## src/rtl/ps2_key_receiver.sv

```systemverilog
// PS/2 keyboard receiver: conditions the raw lines, deframes 11-bit frames,
// strips E0/F0 prefixes and strobes out make codes.
module ps2_key_receiver #(
    parameter int FILTER_LEN  = 4,
    parameter int TIMEOUT_CYC = 50000
) (
    input  logic       clk_50m,
    input  logic       rst,
    input  logic       ps2_clk,
    input  logic       ps2_data,
    output logic [7:0] keyCode,
    output logic       dataReady,
    output logic       extended,
    output logic       frameErr
);

    typedef enum logic [1:0] {IDLE, DATA, PARITY, STOP} state_t;

    localparam logic [3:0]  F_MAX  = 4'(FILTER_LEN - 1);
    localparam logic [15:0] TO_MAX = 16'(TIMEOUT_CYC - 1);

    state_t      state, state_n;
    logic [1:0]  clk_sync, dat_sync;
    logic        filt, filt_d;
    logic [3:0]  fcnt;
    logic        strobe, bit_in;
    logic [7:0]  shreg;
    logic [2:0]  bitcnt;
    logic        par;
    logic [15:0] tcnt;
    logic        timeout, byte_valid, frame_bad;
    logic        ext_pend, brk_pend;

    always_ff @(posedge clk_50m or posedge rst) begin
        if (rst) begin
            clk_sync <= 2'b11;
            dat_sync <= 2'b11;
            filt     <= 1'b1;
            filt_d   <= 1'b1;
            fcnt     <= '0;
        end else begin
            clk_sync <= {clk_sync[0], ps2_clk};
            dat_sync <= {dat_sync[0], ps2_data};
            filt_d   <= filt;
            // Level flips only after FILTER_LEN samples disagreeing in a row
            if (clk_sync[1] == filt) begin
                fcnt <= '0;
            end else if (fcnt == F_MAX) begin
                filt <= clk_sync[1];
                fcnt <= '0;
            end else begin
                fcnt <= fcnt + 4'd1;
            end
        end
    end

    assign strobe  = filt_d & ~filt;
    assign bit_in  = dat_sync[1];
    assign timeout = (state != IDLE) && !strobe && (tcnt == TO_MAX);

    always_ff @(posedge clk_50m or posedge rst) begin
        if (rst) state <= IDLE;
        else     state <= state_n;
    end

    always_comb begin
        state_n    = state;
        byte_valid = 1'b0;
        frame_bad  = 1'b0;
        if (timeout) begin
            state_n   = IDLE;
            frame_bad = 1'b1;
        end else if (strobe) begin
            case (state)
                IDLE:   if (!bit_in) state_n = DATA;
                DATA:   if (bitcnt == 3'd7) state_n = PARITY;
                PARITY: state_n = STOP;
                STOP: begin
                    state_n = IDLE;
                    if (bit_in && (^{shreg, par})) byte_valid = 1'b1;
                    else                           frame_bad  = 1'b1;
                end
                default: state_n = IDLE;
            endcase
        end
    end

    always_ff @(posedge clk_50m or posedge rst) begin
        if (rst) begin
            tcnt   <= '0;
            bitcnt <= '0;
            shreg  <= '0;
            par    <= 1'b0;
        end else begin
            if (state == IDLE || strobe) tcnt <= '0;
            else                         tcnt <= tcnt + 16'd1;
            if (strobe) begin
                case (state)
                    IDLE:   bitcnt <= '0;
                    DATA: begin
                        shreg  <= {bit_in, shreg[7:1]};
                        bitcnt <= bitcnt + 3'd1;
                    end
                    PARITY: par <= bit_in;
                    default: ;
                endcase
            end
        end
    end

    always_ff @(posedge clk_50m or posedge rst) begin
        if (rst) begin
            keyCode   <= '0;
            dataReady <= 1'b0;
            extended  <= 1'b0;
            frameErr  <= 1'b0;
            ext_pend  <= 1'b0;
            brk_pend  <= 1'b0;
        end else begin
            dataReady <= 1'b0;
            if (frame_bad) begin
                frameErr <= 1'b1;
                ext_pend <= 1'b0;
                brk_pend <= 1'b0;
            end else if (byte_valid) begin
                if (shreg == 8'hE0) begin
                    ext_pend <= 1'b1;
                end else if (shreg == 8'hF0) begin
                    brk_pend <= 1'b1;
                end else if (brk_pend) begin
                    brk_pend <= 1'b0;
                    ext_pend <= 1'b0;
                end else begin
                    keyCode   <= shreg;
                    extended  <= ext_pend;
                    dataReady <= 1'b1;
                    ext_pend  <= 1'b0;
                end
            end
        end
    end

endmodule

```

## config.mk

```make
export PLATFORM = sky130hd
export DESIGN_NAME = ps2_key_receiver
export DESIGN_NICKNAME = d
export VERILOG_FILES = /design/src/rtl/ps2_key_receiver.sv
export SDC_FILE = /design/constraint.sdc
export NUM_CORES = 1
export LEC_CHECK = 0
export BUFFER_PORTS_ARGS = -buffer_cell sky130_fd_sc_hd__buf_2
export CAP_MARGIN = 5
export CORE_UTILIZATION = 50
export CTS_BUF_LIST = sky130_fd_sc_hd__clkbuf_2 sky130_fd_sc_hd__clkbuf_4 sky130_fd_sc_hd__clkbuf_8
export CTS_CLUSTER_DIAMETER = 60
export DETAILED_ROUTE_END_ITERATION = 12
export PLACE_DENSITY = 0.72
export SLEW_MARGIN = 30
export SYNTH_ARGS = -nofsm -noshare
export SYNTH_HDL_FRONTEND = slang
export SYNTH_SLANG_ARGS = --single-unit
```

## constraint.sdc

```tcl
create_clock -name clk_50m -period 2.4 [get_ports clk_50m]
set_input_delay 0.72 -clock clk_50m [delete_from_list [all_inputs] [get_ports clk_50m]]
set_output_delay 0.72 -clock clk_50m [all_outputs]
set_load 0.01 [all_outputs]
```

==> impl_metrics.toml <==
[outcome]
outcome = "completed"

[setup_path]
max_stage_delay_ns = 0.43
crit_chain = "ha_1, nor4bb_1, o2111ai_1, mux2i_4, buf_12, mux2_2"
worstSetupPathType = "reg2reg"
critPathRequiredTime_ns = 2.60
crit_family = "multiplexers"
cp-start-kind = "flop"
setup.worst_path.end_class = "flop"
worstPathBufferInverterCount = 1
crit_arrival_ns = 2.33
slowest_stage = "dfrtp_1"
crit_fanout = 10

[synth]
synth.top_cells.by_area = "dfrtp_1 (48%), mux2_2 (8.3%), dfstp_2 (6.4%), xnor2_1 (5.4%), ha_1 (4.6%)"
ys_ff_latch = 53
synth_nets = 218
syn_area_mm2 = 0.00245
ys_seq_area_share_pct = 54.3
synth_cells = 205
yosys.area.top_type_share_pct = 47.9
synth_warnings = 0
yosys.area.top_type = "dfrtp_1"
avgSynthCellArea_um2 = 12.0
ys_types = 38

[cells_and_area]
layout_commonest_cell = "dfrtp_1"
syn2layout_area_growth_pct = 11.7
antenna_cells = 0
drive_above_1_share_pct = 25.2
nets = 238
final_cell_mix = "dfrtp_1 (47), mux2_2 (18), nor2_1 (18)"

[grt]
grt_pass1_wl_um = 6940
grtUsageMet1_pct = 23.5
busiest_layer = "met2"
met2_usage_pct = 26.5
grt_usage_pct = 17.6
grt_max_degree = 31
grtUsageMet3_pct = 5.00
grt-ovfl-total = 0
antenna_found_initial = 0
grt_pass1_vias = 1503

[clock_network]
holdBufCountCts = 0
cts_setup_buffers = 0
clkSlewWorstSetupHoldPaths_ns = 0.09
clock_path_buffers = 2
numClockSinks = 53
cts_root_buf = "clkbuf_8"
htree_num_levels = 2
clkLatencyLatePin_ns = 0.31
cts_resized = 0
cts_made_buffers = 5
cts_tree = "yes"

[timing]
worst_slew_pin_slew_ns = 0.574
fin_hold_ws_ns = 0.360
finalHoldViolCount = 0
fin_crit_sh_pct = 88.5
clock.fmax_mhz = 471
rsz0062_at_grt = "no"
fin_ws_ns = 0.276
finClkSkew_ns = 0.00441
slew_violations = 0
final.setup.tns_ns = 0
relSlewSlack_pct = 61.7
finalSetupViolCount = 0
period_needed_ns = 2.12

[placed_design]
port_buffers = 14
dp_hpwl_um = 2680
place_congestion = 0.793
place_ws_ns = 0.203

[floorplanning]
fp.dieH_um = 72.1
rows = 25
top_level_ports = 15
initial_core_util_pct = 52.0
dieArea_mm2 = 0.00519
die_w_um = 72.1
core_mm2 = 0.00472

[power_and_ir_drop]
cellLeakagePower_nw = 1.25
power_density_mw_per_mm2 = 1090
peakVddDrop_mv = 0.539

[drt]
drtIter0Drc = 59
dr.pass1.iters = 4
vias = 1562
post_drt_wl_per_cell_um = 13.4
via_per_inst = 5.33
drt_wl_total_um = 3930
route.detailed.drc = 0
ant_nets = 0

[job]
maxCapViolations = 0

[worst_hold_path]
holdCritPathClass = "reg2reg"
-- sequential cells by signal, indices dropped and copies added, names as in the netlist --
name	count
bitcnt	3
brk_pend	1
clk_sync	2
dat_sync	2
dataReady	1
ext_pend	1
extended	1
fcnt	4
filt	1
filt_d	1
frameErr	1
keyCode	8
par	1
shreg	8
state	2
tcnt	16
-- area by class of cell --
class	count	area, um^2
clock buffer	6	76.3
clock inverter	2	38.8
fill	404	1980
inverter	8	30.0
multi-input combinational	139	1070
sequential	53	1330
tap	67	83.8
timing repair buffer	18	113
-- cell usage after synthesis --
cell,instances
nand2_1,12
mux2_2,18
nor4_1,7
buf_4,1
dfstp_2,6
nor2b_1,2
xor2_1,4
nand4_1,4
nor4bb_1,1
nand3_1,9
xnor3_2,2
a31oi_1,4
and2_1,1
nand3b_1,1
o211ai_1,2
dfrtp_1,47
a221oi_1,1
xnor2_1,15
or2_2,1
o21ai_0,4
or4_1,1
nor3_1,6
a21oi_1,3
or4bb_1,1
o2111ai_1,3
nor3b_1,1
or4b_2,1
and3_1,1
xor3_2,1
mux2i_4,1
clkbuf_1,3
inv_1,8
nor2_1,18
or3_1,1
nand2b_1,2
clkbuf_2,1
a32o_1,2
ha_1,9
-- cells by family after synthesis --
| family | share of synthesized area (%) |
|---|---|
| mux | 9.17 |
| fa+ha+maj | 4.59 |
| buf+inv | 2.19 |
| compound gates | 5.30 |
| xor+xnor | 9.73 |
| flops | 54.3 |
| simple gates | 14.7 |
-- power by group --
| part | internal, W | leakage, nW | total (W) | switching [W] |
|---|---|---|---|---|
| Combinational | 0.000547 | 0.491 | 0.00107 | 0.000523 |
| Sequential | 0.00112 | 0.697 | 0.00131 | 0.000191 |
| Clock | 0.000325 | 0.0588 | 0.000620 | 0.000295 |
| Total | 0.00199 | 1.25 | 0.00300 | 0.00101 |
-- final timing paths --
check,slack (ns),cells past startpoint,endpoint,startpoint
max,0.28,6,keyCode[6],state[1]
max in group asynchronous,1.33,3,tcnt[8],rst
min reg2reg,0.36,0,clk_sync[1],clk_sync[0]
max reg2reg,0.28,6,keyCode[6],state[1]
min,0.36,0,clk_sync[1],clk_sync[0]
min in group asynchronous,0.46,2,shreg[7],rst
-- layer usage --
layer / routed length (um) / share of wire (%)
met4: 93 / 2.4
met1: 1870 / 48
met2: 1850 / 47
met3: 122 / 3.1
met5: 0 / 0
-- stage by stage --
stage	instance area [um^2]	std cells	total power (W)	util [%]
after floorplan	2450	205	0.00215	-
after detailed placement	2610	284	0.00240	55.2
after CTS	2720	292	0.00302	57.6
after global routing	2740	293	0.00320	58.1
final	2740	293	0.00300	58.1
after global placement	2610	284	0.00236	55.2
(Power assumes the default switching activity.)
